File: src/rtl/tick_pwm_breath.sv
// tick_pwm_breath: breathing-LED PWM driver stepped by tick rising edges.
// Optional BREATH_GAMMA_EN: quadratic brightness curve with a registered cmp.
module tick_pwm_breath #(
  parameter int PWM_BITS   = 8,
  parameter int STEP       = 1,
  parameter int HOLD_TICKS = 0
) (
  input  logic                sys_clk,
  input  logic                sys_rst,
  input  logic                tick_in,
  input  logic                en,
  output logic                led_out,
  output logic [PWM_BITS-1:0] duty,
  output logic                dir,
  output logic                period_done
);

  localparam int DUTY_MAX = (1 << PWM_BITS) - 1;
  localparam int HW = (HOLD_TICKS < 2) ? 1 : $clog2(HOLD_TICKS + 1);

  localparam logic [PWM_BITS-1:0] DMAX = PWM_BITS'(DUTY_MAX);
  localparam logic [PWM_BITS-1:0] CNT_LAST = PWM_BITS'(DUTY_MAX - 1);
  localparam logic [PWM_BITS:0] DMAX_W = (PWM_BITS + 1)'(DUTY_MAX);
  localparam logic [PWM_BITS:0] STEP_W = (PWM_BITS + 1)'(STEP);
  localparam logic [HW-1:0] HOLD_END = HW'(HOLD_TICKS);

  typedef enum logic [2:0] {
    IDLE,
    RISE,
    HOLD_HI,
    FALL,
    HOLD_LO
  } state_t;

  state_t state_q, state_d;

  logic [PWM_BITS-1:0] shadow_q, shadow_d;
  logic [PWM_BITS-1:0] rise_val, fall_val;
  logic [PWM_BITS-1:0] pwm_cnt, cmp;
  logic [PWM_BITS:0]   sum;
  logic [HW-1:0]       hold_q, hold_d, hold_nxt;
  logic                dir_d, pd_d;
  logic                tick_d, tick_rise;

  assign tick_rise = tick_in & ~tick_d;
  assign sum       = {1'b0, shadow_q} + STEP_W;
  assign rise_val  = (sum >= DMAX_W) ? DMAX : sum[PWM_BITS-1:0];
  assign fall_val  = ({1'b0, shadow_q} <= STEP_W) ? '0
                   : shadow_q - STEP_W[PWM_BITS-1:0];
  assign hold_nxt  = hold_q + HW'(1);

  // Delay tick_in by one cycle so a held level yields a single rising edge
  always_ff @(posedge sys_clk or posedge sys_rst) begin
    if (sys_rst) tick_d <= 1'b0;
    else         tick_d <= tick_in;
  end

  // Sequencer: ramp-up / hold / ramp-down / hold, one step per tick edge
  always_comb begin
    state_d  = state_q;
    shadow_d = shadow_q;
    hold_d   = hold_q;
    dir_d    = dir;
    pd_d     = 1'b0;
    if (!en) begin
      state_d  = IDLE;
      shadow_d = '0;
      hold_d   = '0;
      dir_d    = 1'b1;
    end else begin
      unique case (state_q)
        IDLE: begin
          state_d  = RISE;
          shadow_d = '0;
          dir_d    = 1'b1;
        end
        RISE: if (tick_rise) begin
          shadow_d = rise_val;
          if (rise_val == DMAX) begin
            hold_d = '0;
            if (HOLD_TICKS == 0) begin
              state_d = FALL;
              dir_d   = 1'b0;
            end else begin
              state_d = HOLD_HI;
            end
          end
        end
        HOLD_HI: if (tick_rise) begin
          hold_d = hold_nxt;
          if (hold_nxt == HOLD_END) begin
            state_d = FALL;
            dir_d   = 1'b0;
            hold_d  = '0;
          end
        end
        FALL: if (tick_rise) begin
          shadow_d = fall_val;
          if (fall_val == '0) begin
            hold_d = '0;
            if (HOLD_TICKS == 0) begin
              state_d = RISE;
              dir_d   = 1'b1;
              pd_d    = 1'b1;
            end else begin
              state_d = HOLD_LO;
            end
          end
        end
        HOLD_LO: if (tick_rise) begin
          hold_d = hold_nxt;
          if (hold_nxt == HOLD_END) begin
            state_d = RISE;
            dir_d   = 1'b1;
            pd_d    = 1'b1;
            hold_d  = '0;
          end
        end
        default: state_d = IDLE;
      endcase
    end
  end

  // Sequencer state register
  always_ff @(posedge sys_clk or posedge sys_rst) begin
    if (sys_rst) begin
      state_q     <= IDLE;
      shadow_q    <= '0;
      hold_q      <= '0;
      dir         <= 1'b1;
      period_done <= 1'b0;
    end else begin
      state_q     <= state_d;
      shadow_q    <= shadow_d;
      hold_q      <= hold_d;
      dir         <= dir_d;
      period_done <= pd_d;
    end
  end

`ifdef BREATH_GAMMA_EN
  logic [2*PWM_BITS-1:0] sq;

  assign sq = {{PWM_BITS{1'b0}}, duty} * {{PWM_BITS{1'b0}}, duty};

  // Registered squared duty keeps the multiplier off the compare path
  always_ff @(posedge sys_clk or posedge sys_rst) begin
    if (sys_rst)  cmp <= '0;
    else if (!en) cmp <= '0;
    else          cmp <= sq[2*PWM_BITS-1:PWM_BITS];
  end
`else
  assign cmp = duty;
`endif

  // Free-running PWM; active duty reloads from shadow only at period end
  always_ff @(posedge sys_clk or posedge sys_rst) begin
    if (sys_rst) begin
      pwm_cnt <= '0;
      duty    <= '0;
      led_out <= 1'b0;
    end else if (!en) begin
      pwm_cnt <= '0;
      duty    <= '0;
      led_out <= 1'b0;
    end else begin
      if (pwm_cnt == CNT_LAST) begin
        pwm_cnt <= '0;
        duty    <= shadow_q;
      end else begin
        pwm_cnt <= pwm_cnt + PWM_BITS'(1);
      end
      led_out <= (pwm_cnt < cmp);
    end
  end

endmodule

File: config.mk
export PLATFORM = sky130hd
export DESIGN_NAME = tick_pwm_breath
export DESIGN_NICKNAME = d
export VERILOG_FILES = /design/src/rtl/tick_pwm_breath.sv
export SDC_FILE = /design/constraint.sdc
export NUM_CORES = 1
export LEC_CHECK = 0
export ABC_AREA = 1
export CAP_MARGIN = 40
export CORE_ASPECT_RATIO = 1.4
export CORE_MARGIN = 2
export CORE_UTILIZATION = 35
export DETAILED_ROUTE_END_ITERATION = 10
export HOLD_SLACK_MARGIN = 0.02
export PLACE_DENSITY = 0.51
export SLEW_MARGIN = 0
export SYNTH_ARGS = -nofsm -noshare
export SYNTH_HDL_FRONTEND = slang
export SYNTH_SLANG_ARGS = --single-unit
File: constraint.sdc
create_clock -name sys_clk -period 2.1 [get_ports sys_clk]
set_input_delay 0.315 -clock sys_clk [delete_from_list [all_inputs] [get_ports sys_clk]]
set_output_delay 0.315 -clock sys_clk [all_outputs]
set_load 0.01 [all_outputs]
==> flow_summary.yaml <==
outcome:
  status: "finished clean"
cts:
  cts.sinks: 31
  clock_latency_ps: 280
  cts_tree: "done"
  cts_buffers: 5
  post-cts-setup-buffer-count: 0
  cts_root_buf: "clkbuf_8"
  ctsHtreeMaxLevel: 2
  ctsHoldBuffers: 0
  clk_pin_slew_ps: 70
  cts.path.max_buffers: 2
synthesis:
  synth-adder-area-share: 0.0958
  synth_top_area_frac: 0.338
  synth_compound_area_frac: 0.104
  synthMuxAreaShare: 0
  syn_area_um2: 2220
  ys_ff_latch: 31
  synth_warnings: 0
  syn_nets: 316
  netlist_instances: 295
  synth_cell_types: 36
  yosys-top-cells-area: "dfrtp_1 (34%), nand2_1 (14%), ha_1 (9.6%), inv_1 (5.9%), nand3_1 (5.9%)"
  yosysTopAreaCell: "dfrtp_1"
  synth_ff_type: "dfrtp_1"
  synth_async_sr_flop_share: 1.00
  synth_edf_count: 0
  avgSynthCellArea_um2: 7.52
  synth-xor-area-share: 0.00789
  yosysSeqAreaShare: 0.350
  synth-simple-area-share: 0.359
  synth_top_family_by_area: "simple AND/OR/NAND/NOR gates"
detailed_routing:
  drt-total-wl_um: 5430
  ant_nets: 0
  dr.pass1.iters: 4
  drc: 0
  avgRoutedWirePerCell_um: 13.9
  drt_iter0_drc: 98
  routed-via-count: 1955
  vias_per_cell: 5.00
die:
  dieArea_um2: 7000
  initial_core_util: 0.360
  die_h_um: 98.2
  die_x_um: 71.3
  rows: 34
  core_area_um2: 6170
  num_io_pins: 15
timing:
  finalCritPeriodShare: 0.931
  fin_crit_ps: 1960
  maxSlewHeadroom: 0.531
  rsz0062_at_grt: "false"
  tightest_slew_ps: 701
  setup_ws_ps: 144
  hold_viol: 0
  setup_tns_ps: 0
  setup_viol: 0
  max_freq_ghz: 0.511
  whs_ps: 419
  drv_slew: 0
  finClkSkew_ps: 5.37
grt:
  grt_max_degree: 32
  track_usage: 0.167
  grt_first_pass_wirelength_um: 9290
  grt_pass1_vias: 1956
  grt_antenna_before_repair: 0
  grt-ovfl-total: 0
power:
  p_int_mw: 1.31
  p_seq_frac: 0.315
  pwr-share-clk: 0.192
  p_comb_frac: 0.493
  p_per_area_nw_per_um2: 905
  p_leak_nw: 1.25
  irDropWorstVdd_mv: 0.454
  p_switching_mw: 1.02
  p_sw_frac: 0.438
layout:
  nets: 339
  drive_gt1_frac: 0.147
  area_delta_synth_final_pct: 15.8
  fin_util: 0.417
  fillCellCount: 650
  postLayoutCellArea_um2: 2570
  antenna_cells: 0
place:
  pre_cts_ws_ps: 66.6
  placed_area_um2: 2470
  gp_congestion: 0.884
  io_buffer_count: 14
  dp.final_hpwl_um: 4250
worst_setup_path:
  cpMostUsedCell: "nand2_1"
  cp_num_cells: 12
  cp_top_family: "simple AND/OR/NAND/NOR gates"
  cpPeakStageDelay_ps: 460
  crit_path_max_fanout: 6
  slowest_stage: "dfrtp_2"
  arrival_ps: 2170
  path_buf_inv: 1
  cp.required_ps: 2320
  crit_chain: "ha_1 > nand2_1 > inv_1 > nor2_1 > nand3_1 > nor2_2 > nand3_4 > nand2_4 > o21ai_1 > o21ai_1 > nand2_1 > nand2_1"
  critPathLaunchType: "flop"
  worstSetupPathType: "flop to flop"
  worstRegToRegCells: 12
  cp-end-kind: "flop"
min_path:
  holdCritPathClass: "primary input to asynchronous set/reset pin"
run:
  cap_viol_max_count: 0
-- state kept, by name, indices dropped and copies added, names as in the netlist --
register and cells:
led_out 1, duty 8, tick_d 1, shadow_q 8, period_done 1, pwm_cnt 8, state_q 2, dir 1
hold_q 1
-- Yosys cell counts (2+ instances only) --
cell type	count
nand2_2	3
ha_1	17
nor2_4	3
nand2_4	4
nand3_4	2
nand3_1	26
o21ai_1	8
nor4_1	2
nor2_2	4
a21oi_2	2
o21ai_0	8
dfrtp_1	30
a21oi_1	6
nor3_1	9
nand4_1	6
nand2_1	81
inv_2	5
inv_1	35
nor2_1	17
o22ai_1	8
buf_2	3
nor3b_1	2
-- path summary, 6_finish.rpt --
path	slack, ps	startpoint	to
setup / recovery	140	shadow_q[0]	shadow_q[5]
hold / removal	420	sys_rst	shadow_q[4]
setup reg to reg	140	shadow_q[0]	shadow_q[5]
hold reg to reg	440	tick_d	period_done
max in group asynchronous	1360	sys_rst	dir
min in group sys_clk	440	tick_d	period_done
-- layer usage --
| metal | routed length [µm] | global-route usage |
|---|---|---|
| met1 | 2360 | 0.199 |
| met2 | 2810 | 0.291 |
| met4 | 157 | 0.0740 |
| met5 | 0 | 0 |
| met3 | 102 | 0.0258 |
-- per-stage QoR --
stage	instances	power (mW)
floorplan	295	1.58
global placement	383	1.88
detailed placement	383	1.87
CTS	391	2.33
global route	391	2.55
finish	391	2.33
-- layout by cell type, fill, tap and decap left out, drive strengths merged --
cell type | synthesis | final
clkinv | 1 | 2
xor2 | 1 | 1
nand3 | 28 | 28
nor3b | 2 | 2
and3 | 1 | 1
clkbuf | 1 | 7
dfrtp | 30 | 30
or2 | 1 | 1
nor4 | 2 | 2
a21oi | 8 | 8
nand4 | 7 | 7
ha | 17 | 17
o21ai | 17 | 17
nor3 | 9 | 9
a311oi | 1 | 1
dfstp | 1 | 1
clkdlybuf4s50 | 0 | 14
nor2 | 24 | 24
xnor2 | 1 | 1
o41ai | 1 | 1
o21bai | 1 | 1
and2 | 1 | 1
o22ai | 8 | 8
nand2 | 88 | 88
buf | 4 | 7
inv | 40 | 40
-- cells by family after synthesis --
kind of cell | Yosys count
AOI/OAI and AO/OA | 36
xor gates and xnor gates | 2
adders and majority gates | 17
buffers and inverters | 46
DFF | 31
and+or+nand+nor | 163
-- what timing repair did --
item,CTS,global route
endpoints found under the setup margin,0,8
resized for setup,0,6
hold endpoints to repair,0,0
-- worst register-to-register path: cells and delay by family, from the launching register on --
family | cells | cell delay, ps
buf+inv | 1 | 90
fa+ha+maj | 1 | 250
simple gates | 8 | 920
compound gates | 2 | 180
flops | 1 | 460
-- cell type report --
type,instances,area (µm²),share of cell area
clock buffer,7,76.3,0.0297
clock inverter,1,5.00,0.00195
inverter,41,155,0.0603
multi-input combinational,218,1270,0.495
sequential,31,779,0.303
tap,72,90.1,0.0350
timing repair buffer,21,193,0.0749
-- power by group through the flow --
| stage | sequential [mW] | clock (mW) | combinational [mW] |
|---|---|---|---|
| 6_report | 0.734 | 0.447 | 1.15 |
| 5_1_grt | 0.746 | 0.504 | 1.30 |
| 4_1_cts | 0.730 | 0.472 | 1.13 |
| 3_5_place_dp | 0.741 | 0 | 1.12 |
| 3_3_place_gp | 0.742 | 0 | 1.13 |
| 2_1_floorplan | 0.726 | 0 | 0.851 |
Note: power is estimated with default switching activity, not from simulation.
